## config.mk

```make
export PLATFORM = sky130hd
export DESIGN_NAME = alu_divider
export DESIGN_NICKNAME = d
export VERILOG_FILES = /design/src/rtl/alu_divider.sv
export SDC_FILE = /design/constraint.sdc
export NUM_CORES = 1
export LEC_CHECK = 0
export ABC_CLOCK_PERIOD_IN_PS = 7940
export CAP_MARGIN = 20
export CORE_ASPECT_RATIO = 1.5
export CORE_MARGIN = 2
export CORE_UTILIZATION = 50
export CTS_CLUSTER_DIAMETER = 50
export DETAILED_ROUTE_END_ITERATION = 10
export PLACE_DENSITY = 0.73
export SYNTH_ARGS = -nofsm -noshare
export SYNTH_HDL_FRONTEND = slang
export SYNTH_SLANG_ARGS = --single-unit
```

## constraint.sdc

```tcl
create_clock -name clock -period 7.94 [get_ports clock]
set_clock_uncertainty 0.05 [all_clocks]
set_input_delay 1.588 -clock clock [delete_from_list [all_inputs] [get_ports clock]]
set_output_delay 1.588 -clock clock [all_outputs]
set_load 0.02 [all_outputs]
```

## src/rtl/alu_divider.sv

```systemverilog
// Iterative restoring radix-2 divider for div/divu: one quotient bit per clock,
// quotient to LO (q), remainder to HI (r), with sign fix-up and divide-by-zero handling.
module alu_divider #(
    parameter int WIDTH    = 32,
    parameter int CNT_BITS = 5
) (
    input  logic             clock,
    input  logic             reset,
    input  logic             start,
    input  logic             sign_op,
    input  logic [WIDTH-1:0] a,
    input  logic [WIDTH-1:0] b,
    output logic [WIDTH-1:0] q,
    output logic [WIDTH-1:0] r,
    output logic             busy,
    output logic             done,
    output logic             div_zero
);

    // state  | meaning
    // S_IDLE | waiting for start; operands are sampled on the accepting edge
    // S_RUN  | one shift/trial-subtract per edge, 32 edges
    // S_FIX  | sign correction, result registered, done pulsed
    typedef enum logic [1:0] {
        S_IDLE,
        S_RUN,
        S_FIX
    } state_t;

    state_t state, state_nxt;

    logic [WIDTH-1:0]    rem, quo, dvs;
    logic [CNT_BITS-1:0] cnt;
    logic                neg_q, neg_r, zero_pend;
    logic [WIDTH-1:0]    a_mag, b_mag;
    logic [WIDTH:0]      trial;
    logic [WIDTH-1:0]    q_fix, r_fix;

    assign a_mag = (sign_op && a[WIDTH-1]) ? -a : a;
    assign b_mag = (sign_op && b[WIDTH-1]) ? -b : b;

    // 33-bit trial subtract; bit WIDTH set means the shifted remainder was smaller than the divisor
    assign trial = {rem, quo[WIDTH-1]} - {1'b0, dvs};

    assign q_fix = neg_q ? -quo : quo;
    assign r_fix = neg_r ? -rem : rem;

    always_ff @(posedge clock or negedge reset) begin
        if (!reset) begin
            state <= S_IDLE;
        end else begin
            state <= state_nxt;
        end
    end

    always_comb begin
        state_nxt = state;
        case (state)
            S_IDLE:  if (start) state_nxt = (b == '0) ? S_FIX : S_RUN;
            S_RUN:   if (cnt == CNT_BITS'(WIDTH - 1)) state_nxt = S_FIX;
            S_FIX:   state_nxt = S_IDLE;
            default: state_nxt = S_IDLE;
        endcase
    end

    always_ff @(posedge clock or negedge reset) begin
        if (!reset) begin
            q         <= '0;
            r         <= '0;
            busy      <= 1'b0;
            done      <= 1'b0;
            div_zero  <= 1'b0;
            rem       <= '0;
            quo       <= '0;
            dvs       <= '0;
            cnt       <= '0;
            neg_q     <= 1'b0;
            neg_r     <= 1'b0;
            zero_pend <= 1'b0;
        end else begin
            done <= 1'b0;
            case (state)
                S_IDLE: begin
                    if (start) begin
                        busy      <= 1'b1;
                        rem       <= '0;
                        cnt       <= '0;
                        dvs       <= b_mag;
                        neg_q     <= sign_op & (a[WIDTH-1] ^ b[WIDTH-1]);
                        neg_r     <= sign_op & a[WIDTH-1];
                        zero_pend <= (b == '0);
                        // on divide-by-zero the raw dividend rides in quo and becomes r
                        quo       <= (b == '0) ? a : a_mag;
                    end
                end
                S_RUN: begin
                    if (!trial[WIDTH]) begin
                        rem <= trial[WIDTH-1:0];
                        quo <= {quo[WIDTH-2:0], 1'b1};
                    end else begin
                        rem <= {rem[WIDTH-2:0], quo[WIDTH-1]};
                        quo <= {quo[WIDTH-2:0], 1'b0};
                    end
                    cnt <= cnt + 1'b1;
                end
                S_FIX: begin
                    busy     <= 1'b0;
                    done     <= 1'b1;
                    div_zero <= zero_pend;
                    if (zero_pend) begin
                        q <= '1;
                        r <= quo;
                    end else begin
                        q <= q_fix;
                        r <= r_fix;
                    end
                end
                default: ;
            endcase
        end
    end

endmodule
```

==> impl_metrics.tcl, run 1 <==
set metrics [dict create \
    run_status "finished, final reports clean" \
    worst_skew_late_latency_ps 450 \
    min_path_type "reg -> reg" \
    synth_async_sr_flop_share_pct 100 \
    crit_top_cell "sky130_fd_sc_hd__nand2_1" \
    syn2layout_area_growth_pct 19.3 \
    drcViolationCount 0 \
    max-vdd-ir-drop_mv 0.325 \
    seqPwrFrac_pct 28.3 \
    grt_pass1_vias 9615 \
    fin_hold_ws_ps 425 \
    insertedDiodeCount 0 \
    cts_buffers 17 \
    start_util_pct 50.7 \
    synth.largest_area_cell "sky130_fd_sc_hd__dfrtp_1" \
    maxSlewViolCount 0 \
    tritoncts "yes" \
    relSlewSlack_pct 30.8 \
    finalSetupTns_ps 0 \
    dp_hpwl_mm 21.1 \
    synth_sequential_area_ratio_pct 38.3 \
    finalCriticalPeriod_ps 5000 \
    max_cap_violations 0 \
    synth.distinct_cells 58 \
    unrepaired_setup_endpoints_after_global_routing "false" \
    power.net_switching_mw 2.60 \
    yosysWarnings 0 \
    avgSynthCellArea_um2 8.38 \
    drt-pass1-iter-count 5 \
    fmaxAchievable_mhz 200 \
    main_flop_type_after_synthesis "sky130_fd_sc_hd__dfrtp_1" \
    global_route.overflow_total 0 \
    slowest_delay_ps 600 \
    nets 1548 \
    syn-num-nets 1455 \
    cts.repair_timing.setup_buffer_count 0 \
    fillers 2020 \
    final.period_utilization_pct 62.9 \
    crit_chain "clkdlybuf4s50_1 > or4_1 > nor4_1 > nand2_1 > nor3_1 > and2_1 > nand2_1 > and3_1 > o21ai_0 > xor2_1 > a21oi_1" \
    startpoint_type "input pin" \
    critical_path.endpoint_type "flop" \
    cts_hold_buf 0 \
    floorplan.rows 67 \
    crit_path_max_fanout 27 \
    ff_latch_area_um2 4330 \
    ant_nets 0 \
    via_per_inst 5.70 \
    drive_gt1_share_pct 5.16 \
    syn_inst 1348 \
    die_boundary_height_um 188 \
    leakagePower_nw 5.70 \
    pin_count 135 \
    p_per_area_nw_per_um2 432 \
    grt_max_degree 94 \
    post_drt_wl_per_cell_um 16.4 \
    port_buffers 134 \
    clk_pin_slew_worst_paths_ps 70 \
    globalRouteTotalUtil_pct 24.6 \
    clk_root_buffer_cell "sky130_fd_sc_hd__clkbuf_16" \
    p_int_mw 3.22 \
    global_route_wire_length_before_repair_mm 47.5 \
    core-area_um2 22300 \
    synth-edff-count 0 \
    postLayoutSetupSlackWorst_ps 2940 \
    finalHoldViolCount 0 \
    synth.top_cells.by_area "sky130_fd_sc_hd__dfrtp_1 38%, sky130_fd_sc_hd__xor2_1 7.6%, sky130_fd_sc_hd__o21ai_0 6.8%" \
    ctsResizeCount 0 \
    place.gp.congestion 0.884 \
    cts_max_path_buffers 2 \
    floorplan.die_area_um2 23800 \
    numClockSinks 173 \
    clock_power_share_pct 14.9 \
    power_switching_share_pct 44.7 \
    die-width_um 127 \
    critPathArrivalTime_ps 5260 \
    dr_total_vias 9849 \
    worstSetupPathType "in -> reg" \
    postSynthRegisterBits 173 \
    timing.final.setup_violations 0 \
    final_util_pct 60.4 \
    grt_antenna_before_repair 0 \
    crit_required_ps 8200 \
    detailedRoute.firstIterationViolations 589 \
    synth_largest_type_area_fraction_pct 38.3 \
    mappedNetlistArea_um2 11300 \
    h-tree-depth 4 \
    dpl_worst_slack_ps 2460 \
    routed_wl_mm 28.3 \
    multi_input_area_um2 6520 \
    tightestPinTransition_ps 1030 \
    cp_slowest_cell "sky130_fd_sc_hd__or4_1" \
    power.combinational.fraction_pct 56.8 \
]
-- worst paths after layout --
kind / startpoint / to / slack (ps) / cells past startpoint
max in group asynchronous: reset / quo[4] / 5520 / 3
min in group asynchronous: reset / dvs[2] / 1170 / 1
min reg2reg: dvs[25] / dvs[25] / 420 / 2
max: b[6] / quo[16] / 2940 / 11
max reg2reg: quo[31] / rem[26] / 3590 / 14
min: dvs[25] / dvs[25] / 420 / 2
-- cell families after synthesis --
kind of cell    synth area share (%)
flops                           38.3
fa+ha+maj                       4.39
compound gates                  21.5
mux                             3.67
simple gates                    16.8
buf+inv                         4.30
xor+xnor                        11.0
-- through the flow --
step / instances / power [mW] / instance area (µm²)
global placement: 1696 / 4.85 / 12800
CTS: 1727 / 5.83 / 13400
detailed placement: 1696 / 4.95 / 12800
global route: 1729 / 6.35 / 13500
floorplan: 1348 / 4.13 / 11300
finish: 1729 / 5.82 / 13500
-- per-layer routing --
metal / part of all wire (%) / global-route usage [%]
met1: 41 / 29.3
met3: 3.2 / 3.25
met4: 3.0 / 9.81
met2: 52 / 44.4
met5: 0 / 0
-- Yosys cell counts (all sizes together), types with 15 or more instances --
master    n
o22ai    18
a21oi   131
or4      17
ha       38
dfrtp   173
o21ai   164
or3      27
nand3    20
xor2     98
xnor2    44
nor2    104
mux2i    38
o31ai    29
inv      56
nand2b   15
clkbuf   66
nand2   170
-- critical path: cells and delay by family --
kind	cells	cell delay, ps
xor+xnor	1	180
buf+inv	1	480
compound gates	2	340
simple gates	7	2660
-- placed cells by master, fill, tap and decap left out, types with 15 or more instances in the layout --
master / Yosys / layout
sky130_fd_sc_hd__a21oi_1: 131 / 131
sky130_fd_sc_hd__clkbuf_16: 0 / 17
sky130_fd_sc_hd__clkdlybuf4s50_1: 0 / 133
sky130_fd_sc_hd__dfrtp_1: 173 / 172
sky130_fd_sc_hd__ha_1: 38 / 38
sky130_fd_sc_hd__inv_1: 56 / 56
sky130_fd_sc_hd__mux2i_1: 38 / 38
sky130_fd_sc_hd__nand2_1: 170 / 168
sky130_fd_sc_hd__nand2b_1: 15 / 15
sky130_fd_sc_hd__nand3_1: 20 / 20
sky130_fd_sc_hd__nor2_1: 104 / 100
sky130_fd_sc_hd__o21ai_0: 154 / 154
sky130_fd_sc_hd__o22ai_1: 18 / 18
sky130_fd_sc_hd__o31ai_1: 27 / 27
sky130_fd_sc_hd__or3_1: 24 / 24
sky130_fd_sc_hd__xnor2_1: 44 / 44
sky130_fd_sc_hd__xor2_1: 98 / 98
-- flip-flops by register name, indices dropped and copies added, names as in the netlist, 2 cells and up --
register	count
state	2
dvs	32
cnt	5
q	32
quo	32
r	32
rem	32
-- power by group through the flow --
stage	Combinational (mW)	Sequential [mW]	Clock, mW
6_report	3.31	1.65	0.867
5_1_grt	3.73	1.71	0.917
4_1_cts	3.31	1.64	0.879
3_5_place_dp	3.29	1.66	0
3_3_place_gp	3.21	1.64	0
2_1_floorplan	2.58	1.55	0
-- final cells by class --
type                       instances  share of cell area, %
multi-input combinational       1046                   48.4
inverter                          57                   1.59
clock buffer                      18                   3.26
timing repair buffer             146                   10.8
tap                              276                   2.56
clock inverter                    13                   1.22
sequential                       173                   32.2
Note: power is estimated with default switching activity, not from simulation.
==> run 2, diff against run 1 <==
Settings changed: ABC_CLOCK_PERIOD_IN_PS 7940 to 4380, PLACE_DENSITY 0.73 to 0.76.
Clock period 7.94 ns to 4.38 ns, I/O delays scaled along.
==> impl_metrics.tcl, run 2 (synthesis results as in run 1) <==
set metrics [dict create \
    rr_worst_depth 11 \
    ctsResizeCount 0 \
    insertedDiodeCount 0 \
    post_drt_wl_per_cell_um 16.7 \
    die_boundary_height_um 188 \
    grt_antenna_before_repair 0 \
    finalSetupTns_ps 0 \
    unrepaired_setup_endpoints_after_global_routing "false" \
    dr_total_vias 10000 \
    grt_max_degree 102 \
    mostFrequentLayoutCell "sky130_fd_sc_hd__dfrtp_1" \
    drive_gt1_share_pct 5.67 \
    drt-pass1-iter-count 6 \
    ant_nets 0 \
    crit_chain "ha_1 > a21o_1 > a211o_1 > o221ai_1 > o21ai_1 > a31oi_1 > o21ai_1 > a21oi_1 > mux2_2 > o311ai_0 > o211ai_1" \
    timing.final.setup_violations 0 \
    h-tree-depth 4 \
    total_power_mw 10.6 \
    reg2reg_slack_ps 460 \
    global_route_wire_length_before_repair_mm 48.4 \
    min_path_type "reg -> reg" \
    clk_pin_slew_worst_paths_ps 60 \
    globalRouteTotalUtil_pct 25.0 \
    fillers 1978 \
    global_route.overflow_total 0 \
    cts_buffers 17 \
    crit_path_max_fanout 7 \
    routed_wl_mm 29.1 \
    tritoncts "yes" \
    port_buffers 134 \
    crit_top_cell "sky130_fd_sc_hd__o21ai_1" \
    startpoint_type "flop" \
    p_per_area_nw_per_um2 785 \
    syn2layout_area_growth_pct 19.7 \
    cp_slowest_cell "sky130_fd_sc_hd__dfrtp_1" \
    crit_required_ps 4630 \
    startpoint "rem[4]" \
    slowest_delay_ps 470 \
    finalHoldViolCount 0 \
    most_frequent_cells_in_the_layout "172 x sky130_fd_sc_hd__dfrtp_1, 168 x sky130_fd_sc_hd__nand2_1, 154 x sky130_fd_sc_hd__o21ai_0" \
    max-vdd-ir-drop_mv 0.433 \
    final.period_utilization_pct 89.5 \
    max_cap_violations 0 \
    die-width_um 127 \
    grt_pass1_vias 9973 \
    endpoint "rem[30]" \
    floorplan.die_area_um2 23800 \
    critical_path.endpoint_type "flop" \
    finalCriticalPeriod_ps 3920 \
    pin_count 135 \
    via_per_inst 5.77 \
    relSlewSlack_pct 30.1 \
    clk_root_buffer_cell "sky130_fd_sc_hd__clkbuf_16" \
    nets 1561 \
    critical_path.reg2reg.endpoint "rem[30]" \
    worstSetupPathType "reg -> reg" \
    reg2reg_from "rem[4]" \
    worst_skew_late_latency_ps 440 \
    run_status "finished, final reports clean" \
    critPathArrivalTime_ps 4170 \
    dp_hpwl_mm 21.9 \
    maxSlewViolCount 0 \
    cts.repair_timing.setup_buffer_count 0 \
    leakagePower_nw 5.75 \
    detailedRoute.firstIterationViolations 589 \
    place.gp.congestion 0.899 \
    min_path_cells 2 \
    fmaxAchievable_mhz 255 \
    floorplan.rows 67 \
    cts_hold_buf 0 \
    tightestPinTransition_ps 1050 \
    cts_max_path_buffers 2 \
    drcViolationCount 0 \
    core-area_um2 22300 \
    numClockSinks 173 \
    start_util_pct 50.7 \
]
-- run 2: changes by cell type in the layout (fill, tap and decap cells not counted), sizes merged --
| cell | previous run | this run |
|---|---|---|
| buf | 13 | 26 |
| bufinv | 3 | 1 |
| clkinvlp | 2 | 1 |
| clkbuf | 18 | 24 |
| clkinv | 6 | 5 |
| inv | 59 | 56 |
-- run 2: per-stage QoR --
step           utilization (%)  instances  worst slack [ps]  cell area [µm²]  hold WS (ps)
4_1_cts                   60.6       1740               467            13500           435
2_1_floorplan                -       1348               641            11300           399
3_3_place_gp              58.1       1710               330            13000           411
5_1_grt                   60.6       1741               186            13500           452
3_5_place_dp              58.1       1710               219            13000           421
6_report                  60.6       1741               462            13500           428
-- run 2: area by class of cell --
class                           count  area, µm²  area share, %
Clock buffer                       24        492           3.64
Clock inverter                      6       61.3          0.453
Inverter                           57        214           1.58
Multi-Input combinational cell   1046       6510           48.2
Sequential cell                   173       4330           32.0
Tap cell                          276        345           2.55
Timing Repair Buffer              159       1570           11.6
-- run 2: critical path: cells and delay by family (launching register included) --
kind | cells | cell delay [ps]
adders and majority gates | 1 | 410
muxes | 1 | 390
DFF | 1 | 470
AOI/OAI and AO/OA | 9 | 2450
-- run 2: how the worst min path moves through the flow --
stage	start	endpoint
after detailed placement	dvs[8]	dvs[8]
after global routing	r[7]	r[7]
after floorplan	cnt[3]	cnt[3]
after global placement	dvs[8]	dvs[8]
final	dvs[13]	dvs[13]
after CTS	dvs[26]	dvs[26]
-- run 2: metal layers --
layer	part of all wire (%)	global-route usage (%)
met1	40	29.1
met2	52	45.6
met3	4.0	3.31
met4	3.3	10.7
met5	0	0
-- run 2: power by group --
part           internal, mW  total, mW  switching (mW)
registers              2.22       3.00           0.779
logic                  2.81       6.17            3.36
clock network         0.835       1.45           0.616
==> run 3, diff against run 2 <==
Settings changed: TNS_END_PERCENT set to 100.
==> results of run 3 <==
No change in the layout: final DEF, timing and power equal those of run 2.
